==> src/rtl/tcp_tx_datap.sv <==
// Transmit-side TCP datapath: reads a scheduled flow's state, sizes the next segment against
// unsent data, peer window and MSS, emits a header request, then writes the new sequence back.
module tcp_tx_datap #(
    parameter int FLOWID_W = 8,
    parameter int PTR_W    = 16,
    parameter int MSS      = 1460
) (
    input  logic                clk,
    input  logic                rst_n,
    input  logic                sched_val,
    input  logic [FLOWID_W-1:0] sched_flowid,
    input  logic                sched_rt,
    output logic                sched_rdy,
    output logic                st_rd_val,
    output logic [FLOWID_W-1:0] st_rd_flowid,
    input  logic                st_rd_resp_val,
    input  logic [31:0]         st_our_seq,
    input  logic [31:0]         st_our_una,
    input  logic [31:0]         st_their_ack,
    input  logic [15:0]         st_their_win,
    input  logic [15:0]         st_our_win,
    input  logic [PTR_W:0]      st_tx_tail,
    output logic                hdr_val,
    input  logic                hdr_rdy,
    output logic [FLOWID_W-1:0] hdr_flowid,
    output logic [31:0]         hdr_seq,
    output logic [31:0]         hdr_ack,
    output logic [7:0]          hdr_flags,
    output logic [15:0]         hdr_win,
    output logic [PTR_W:0]      hdr_pay_ptr,
    output logic [PTR_W:0]      hdr_pay_len,
    output logic                st_wr_val,
    output logic [FLOWID_W-1:0] st_wr_flowid,
    output logic [31:0]         st_wr_seq
);

    // state | meaning
    // IDLE  | ready for a scheduler request
    // RD    | state read request pulse
    // WAIT  | waiting for the state read response (captured here)
    // CALC  | size segment from captured state, register header fields
    // EMIT  | header request held until accepted
    // WB    | sequence write-back pulse
    typedef enum logic [2:0] {
        S_IDLE, S_RD, S_WAIT, S_CALC, S_EMIT, S_WB
    } state_t;

    localparam logic [7:0] FLAG_ACK = 8'h10;
    localparam logic [7:0] FLAG_PSH = 8'h08;

    state_t                state_q, state_d;
    logic [FLOWID_W-1:0]   flowid_q, flowid_d;
    logic                  rt_q, rt_d;
    logic [31:0]           our_seq_q, our_seq_d;
    logic [31:0]           our_una_q, our_una_d;
    logic [31:0]           their_ack_q, their_ack_d;
    logic [15:0]           their_win_q, their_win_d;
    logic [15:0]           our_win_q, our_win_d;
    logic [PTR_W:0]        tail_q, tail_d;
    logic [31:0]           seg_seq_q, seg_seq_d;
    logic [PTR_W:0]        seg_len_q, seg_len_d;
    logic [7:0]            seg_flags_q, seg_flags_d;
    logic [31:0]           wr_seq_q, wr_seq_d;

    logic [31:0]           start;
    logic [PTR_W:0]        unsent;
    logic [31:0]           unsent32;
    logic [31:0]           inflight;
    logic [31:0]           usable32;
    logic [31:0]           len32;
    logic [31:0]           seg_end;
    logic signed [31:0]    end_ahead;

    always_ff @(posedge clk or negedge rst_n) begin
        if (!rst_n) begin
            state_q     <= S_IDLE;
            flowid_q    <= '0;
            rt_q        <= 1'b0;
            our_seq_q   <= '0;
            our_una_q   <= '0;
            their_ack_q <= '0;
            their_win_q <= '0;
            our_win_q   <= '0;
            tail_q      <= '0;
            seg_seq_q   <= '0;
            seg_len_q   <= '0;
            seg_flags_q <= '0;
            wr_seq_q    <= '0;
        end else begin
            state_q     <= state_d;
            flowid_q    <= flowid_d;
            rt_q        <= rt_d;
            our_seq_q   <= our_seq_d;
            our_una_q   <= our_una_d;
            their_ack_q <= their_ack_d;
            their_win_q <= their_win_d;
            our_win_q   <= our_win_d;
            tail_q      <= tail_d;
            seg_seq_q   <= seg_seq_d;
            seg_len_q   <= seg_len_d;
            seg_flags_q <= seg_flags_d;
            wr_seq_q    <= wr_seq_d;
        end
    end

    // Segment sizing from the captured flow state; all arithmetic wraps naturally.
    always_comb begin
        start     = rt_q ? our_una_q : our_seq_q;
        unsent    = tail_q - start[PTR_W:0];
        unsent32  = 32'(unsent);
        inflight  = start - our_una_q;
        usable32  = (inflight >= {16'd0, their_win_q}) ? 32'd0 : ({16'd0, their_win_q} - inflight);
        len32     = (unsent32 < usable32) ? unsent32 : usable32;
        if (len32 > 32'(MSS)) begin
            len32 = 32'(MSS);
        end
        seg_end   = start + len32;
        // A retransmit only advances our_seq if it reaches past what was already sent.
        end_ahead = $signed(seg_end - our_seq_q);
    end

    always_comb begin
        state_d     = state_q;
        flowid_d    = flowid_q;
        rt_d        = rt_q;
        our_seq_d   = our_seq_q;
        our_una_d   = our_una_q;
        their_ack_d = their_ack_q;
        their_win_d = their_win_q;
        our_win_d   = our_win_q;
        tail_d      = tail_q;
        seg_seq_d   = seg_seq_q;
        seg_len_d   = seg_len_q;
        seg_flags_d = seg_flags_q;
        wr_seq_d    = wr_seq_q;

        case (state_q)
            S_IDLE: begin
                if (sched_val) begin
                    flowid_d = sched_flowid;
                    rt_d     = sched_rt;
                    state_d  = S_RD;
                end
            end
            S_RD: state_d = S_WAIT;
            S_WAIT: begin
                if (st_rd_resp_val) begin
                    our_seq_d   = st_our_seq;
                    our_una_d   = st_our_una;
                    their_ack_d = st_their_ack;
                    their_win_d = st_their_win;
                    our_win_d   = st_our_win;
                    tail_d      = st_tx_tail;
                    state_d     = S_CALC;
                end
            end
            S_CALC: begin
                seg_seq_d   = start;
                seg_len_d   = len32[PTR_W:0];
                seg_flags_d = FLAG_ACK | ((len32 != 32'd0) ? FLAG_PSH : 8'h00);
                if (rt_q && (end_ahead <= 0)) begin
                    wr_seq_d = our_seq_q;
                end else begin
                    wr_seq_d = seg_end;
                end
                state_d = S_EMIT;
            end
            S_EMIT: begin
                if (hdr_rdy) begin
                    state_d = S_WB;
                end
            end
            S_WB:    state_d = S_IDLE;
            default: state_d = S_IDLE;
        endcase
    end

    assign sched_rdy    = (state_q == S_IDLE);
    assign st_rd_val    = (state_q == S_RD);
    assign st_rd_flowid = flowid_q;
    assign hdr_val      = (state_q == S_EMIT);
    assign hdr_flowid   = flowid_q;
    assign hdr_seq      = seg_seq_q;
    assign hdr_ack      = their_ack_q;
    assign hdr_flags    = seg_flags_q;
    assign hdr_win      = our_win_q;
    assign hdr_pay_ptr  = seg_seq_q[PTR_W:0];
    assign hdr_pay_len  = seg_len_q;
    assign st_wr_val    = (state_q == S_WB);
    assign st_wr_flowid = flowid_q;
    assign st_wr_seq    = wr_seq_q;

endmodule

==> config.mk <==
export PLATFORM = sky130hd
export DESIGN_NAME = tcp_tx_datap
export DESIGN_NICKNAME = d
export VERILOG_FILES = /design/src/rtl/tcp_tx_datap.sv
export SDC_FILE = /design/constraint.sdc
export NUM_CORES = 1
export LEC_CHECK = 0
export ABC_AREA = 1
export BUFFER_PORTS_ARGS = -buffer_cell sky130_fd_sc_hd__buf_2
export CORE_UTILIZATION = 57
export CTS_CLUSTER_SIZE = 8
export DETAILED_ROUTE_END_ITERATION = 12
export HOLD_SLACK_MARGIN = 0.05
export PLACE_DENSITY = 0.82
export SLEW_MARGIN = 30
export SYNTH_ARGS = -nofsm -noshare
export SYNTH_HDL_FRONTEND = slang
export SYNTH_SLANG_ARGS = --single-unit
==> constraint.sdc <==
create_clock -name clk -period 14.17 [get_ports clk]
set_input_delay 0.7085 -clock clk [delete_from_list [all_inputs] [get_ports clk]]
set_output_delay 0.7085 -clock clk [all_outputs]
set_load 0.02 [all_outputs]
==> metrics.md <==
| Metric | Value |
|---|---|
| Grt total ovfl | `0` |
| Period utilization | `90.8%` |
| Critical Path RT | `between 10 and 15 ns` |
| Final Slew Violations | `0` |
| Top cell type's share of synthesized area | `34.0%` |
| FF+latch count, synth | `240` |
| # hold bufs at CTS | `0` |
| Detailed placement HPWL | `41.8 mm` |
| Area Growth Syn to Fin | `16.1%` |
| EDFF count, synth | `0` |
| Cell taking the most area after synthesis | `dfrtp_1` |
| Skew final | `between 0.015 and 0.02 ns` |
| Slew HR | `36.8%` |
| First-pass GRT wire length | `83.1 mm` |
| Pin count of the biggest net entering global routing | `just over 100` |
| Synth Warn # | `0` |
| Final Hold Viols | `0` |
| GRT met2 Usage | `about 58%` |
| Largest fanout on the critical path | `33` |
| Nature of the critical path endpoint | `flip-flop` |
| Slowest cell delay on critical path | `0.62 ns` |
| Critical path's most frequent cell | `nand2_1` |
| Sequential area share after synthesis | `34.0%` |
| Die H | `178 um` |
| Worst Tran Pin Value | `0.949 ns` |
| Worst EP arrival | `around 13 ns` |
| FILL cells | `between 2000 and 3000` |
| CP Class | `reg2reg` |
| Final min period | `12.86 ns` |
| R2R depth | `70` |
| GR Util met1 | `around 42%` |
| CP Launch Point | `rt_q` |
| GR Util met3 | `4.07%` |
| Core Region | `30500 um2` |
| Netlist cell types | `48` |
| Root buffer cell | `clkbuf_16` |
| Drt first pass iters | `6` |
| WL per Instance | `17.3 um` |
| CTS buffer count | `36` |
| Busiest grt layer | `met2` |
| Commonest non-fill, non-tap cell in the layout | `nand2_1` |
| Routed vias | `17000` |
| Site Rows | `64` |
| RSZ-0062 raised after global routing | `no` |
| Post-Syn Instances | `2385` |
| CTS tree | `yes` |
| Status | `finished, final reports clean` |
| Vias in the first global route | `16100` |
| Most frequent cells in the layout | `nand2_1, buf_2, inv_1` |
| Die W | `about 180 um` |
| Antenna Nets Post-Route | `0` |
| Maximum clock path buffer count | `3` |
| DRC viols | `0` |
| Post-Syn Area | `17700 um2` |
| Largest cells by area after synthesis | `dfrtp_1, nand2_1, ha_1, inv_1, mux2_2` |
| IO Count | `341` |
| Setup violations, final | `0` |
| NumNets Final | `between 3000 and 4000` |
| Die ar. | `31700 um2` |
| FF-to-FF Start | `rt_q` |
| Final instance area | `20500 um2` |
| Initial Util | `57.9%` |
| Clock sinks | `240` |
| Placer's final routability congestion estimate | `1.01` |
| # H-tree levels | `2` |
| CP Launch Type | `flip-flop` |
| Mean post-synth cell area | `7.40 um2` |
| Slowest CP cell | `dfrtp_4` |
| Worst min path class | `in2async` |
| Gr usage total | `33.5%` |
| Max-cap viol count | `0` |
| Final setup TNS | `0 ns` |
| Initial antenna violation count | `0` |
| Footprint of the flip-flops and latches | `6010 um2` |
| Synth Flop Type | `dfrtp_1` |
| Area post-placement | `19500 um2` |
| 1st-iter DRT viols | `~1300` |
| Finished Core Util | `67.2%` |
| Total wire length | `53.6 mm` |
| Multi-input logic area | `9950 um2` |
| IO buf count | `334` |
| Ant. Diodes | `0` |
| Via-to-Cell Ratio | `between 5 and 6` |
| Asr flop ratio synth | `100%` |
| Fmax achieved | `around 0.08 GHz` |
| Share of layout cells above drive strength 1 | `19.4%` |
| Worst-path clk slew | `0.05 ns` |
| Latest clock arrival within the worst-skew pair | `0.53 ns` |
per-stage QoR:
| step | instances | setup slack [ns] | hold slack [ns] |
|---|---|---|---|
| after floorplan | 2410 | 3.60 | 0.413 |
| after global placement | 3053 | 1.28 | 0.447 |
| after detailed placement | 3053 | 1.11 | 0.454 |
| after CTS | 3098 | 1.02 | 0.252 |
| after global routing | 3099 | 0.0861 | 0.286 |
| final | 3099 | 1.31 | 0.204 |
state kept, by name, indices dropped and copies added, names as in the netlist, 3 cells and up:
name,flops
hdr_ack,32
tail_q,17
hdr_flowid,8
our_una_q,32
our_seq_q,32
state_q,3
hdr_win,16
hdr_pay_len,17
hdr_seq,32
st_wr_seq,32
their_win_q,16
final timing paths:
path / end / slack [ns]
setup / recovery: st_wr_seq[12] / 1.31
hold / removal: tail_q[15] / 0.20
setup reg to reg: st_wr_seq[12] / 1.31
hold reg to reg: hdr_flags[4] / 0.47
max in group asynchronous: hdr_ack[30] / 11.98
min in group clk: their_win_q[5] / 0.41
critical path, delay by kind of cell (launching register included):
kind	cells	cell delay (ns)
AOI/OAI and AO/OA	19	4.54
xor gates and xnor gates	4	0.95
buffers and inverters	6	0.82
DFF	1	0.62
adders and majority gates	6	1.85
and+or+nand+nor	35	3.90
cell type report:
class	count	area share [%]
Timing Repair Buffer	347	8.80
Clock buffer	41	4.54
Tap cell	396	2.42
Clock inverter	4	0.244
Inverter	336	6.15
Multi-Input combinational cell	1735	48.5
Sequential cell	240	29.3
metal layers:
| metal | up-vias | wire length (um) |
|---|---|---|
| met3 | 137 | 3570 |
| met5 | - | 0 |
| met1 | 7902 | 22000 |
| met4 | 0 | 2280 |
| li1 | 8234 | - |
| met2 | 728 | 25700 |
cells in the mapped netlist (10+ instances only):
library cell,count
o21ai_1,15
xor2_1,59
nand2_1,629
o21ai_0,83
inv_1,326
inv_2,10
xnor2_1,34
nand4_1,20
nand3_1,147
dfrtp_1,240
ha_1,142
o21bai_1,10
buf_4,40
a21oi_1,180
a31oi_1,10
or2_2,13
clkbuf_1,44
mux2_2,87
nor2_1,189
nor3_1,14
cells by family (layout without fill, tap and decap cells):
logic type	count (synthesis)	in the layout	share of synthesized area, %
XOR/XNOR	93	93	4.61
other	2	27	0.0425
flip-flops	240	240	34.0
AND/OR/NAND/NOR	1051	1051	24.8
adder cells (fa/ha/maj)	147	147	10.6
multiplexers	87	87	5.55
buffers and inverters	435	728	10.2
AO/OA/AOI/OAI	330	330	10.2
timing repair:
item	4_1_cts	5_1_grt
setup buffers	0	1
endpoints found under the hold margin	0	0
gates resized for setup	0	9
setup endpoints to repair	0	32
Power is not shown: default switching activity piles up to over one toggle a cycle in this logic, so the estimate is an artifact.
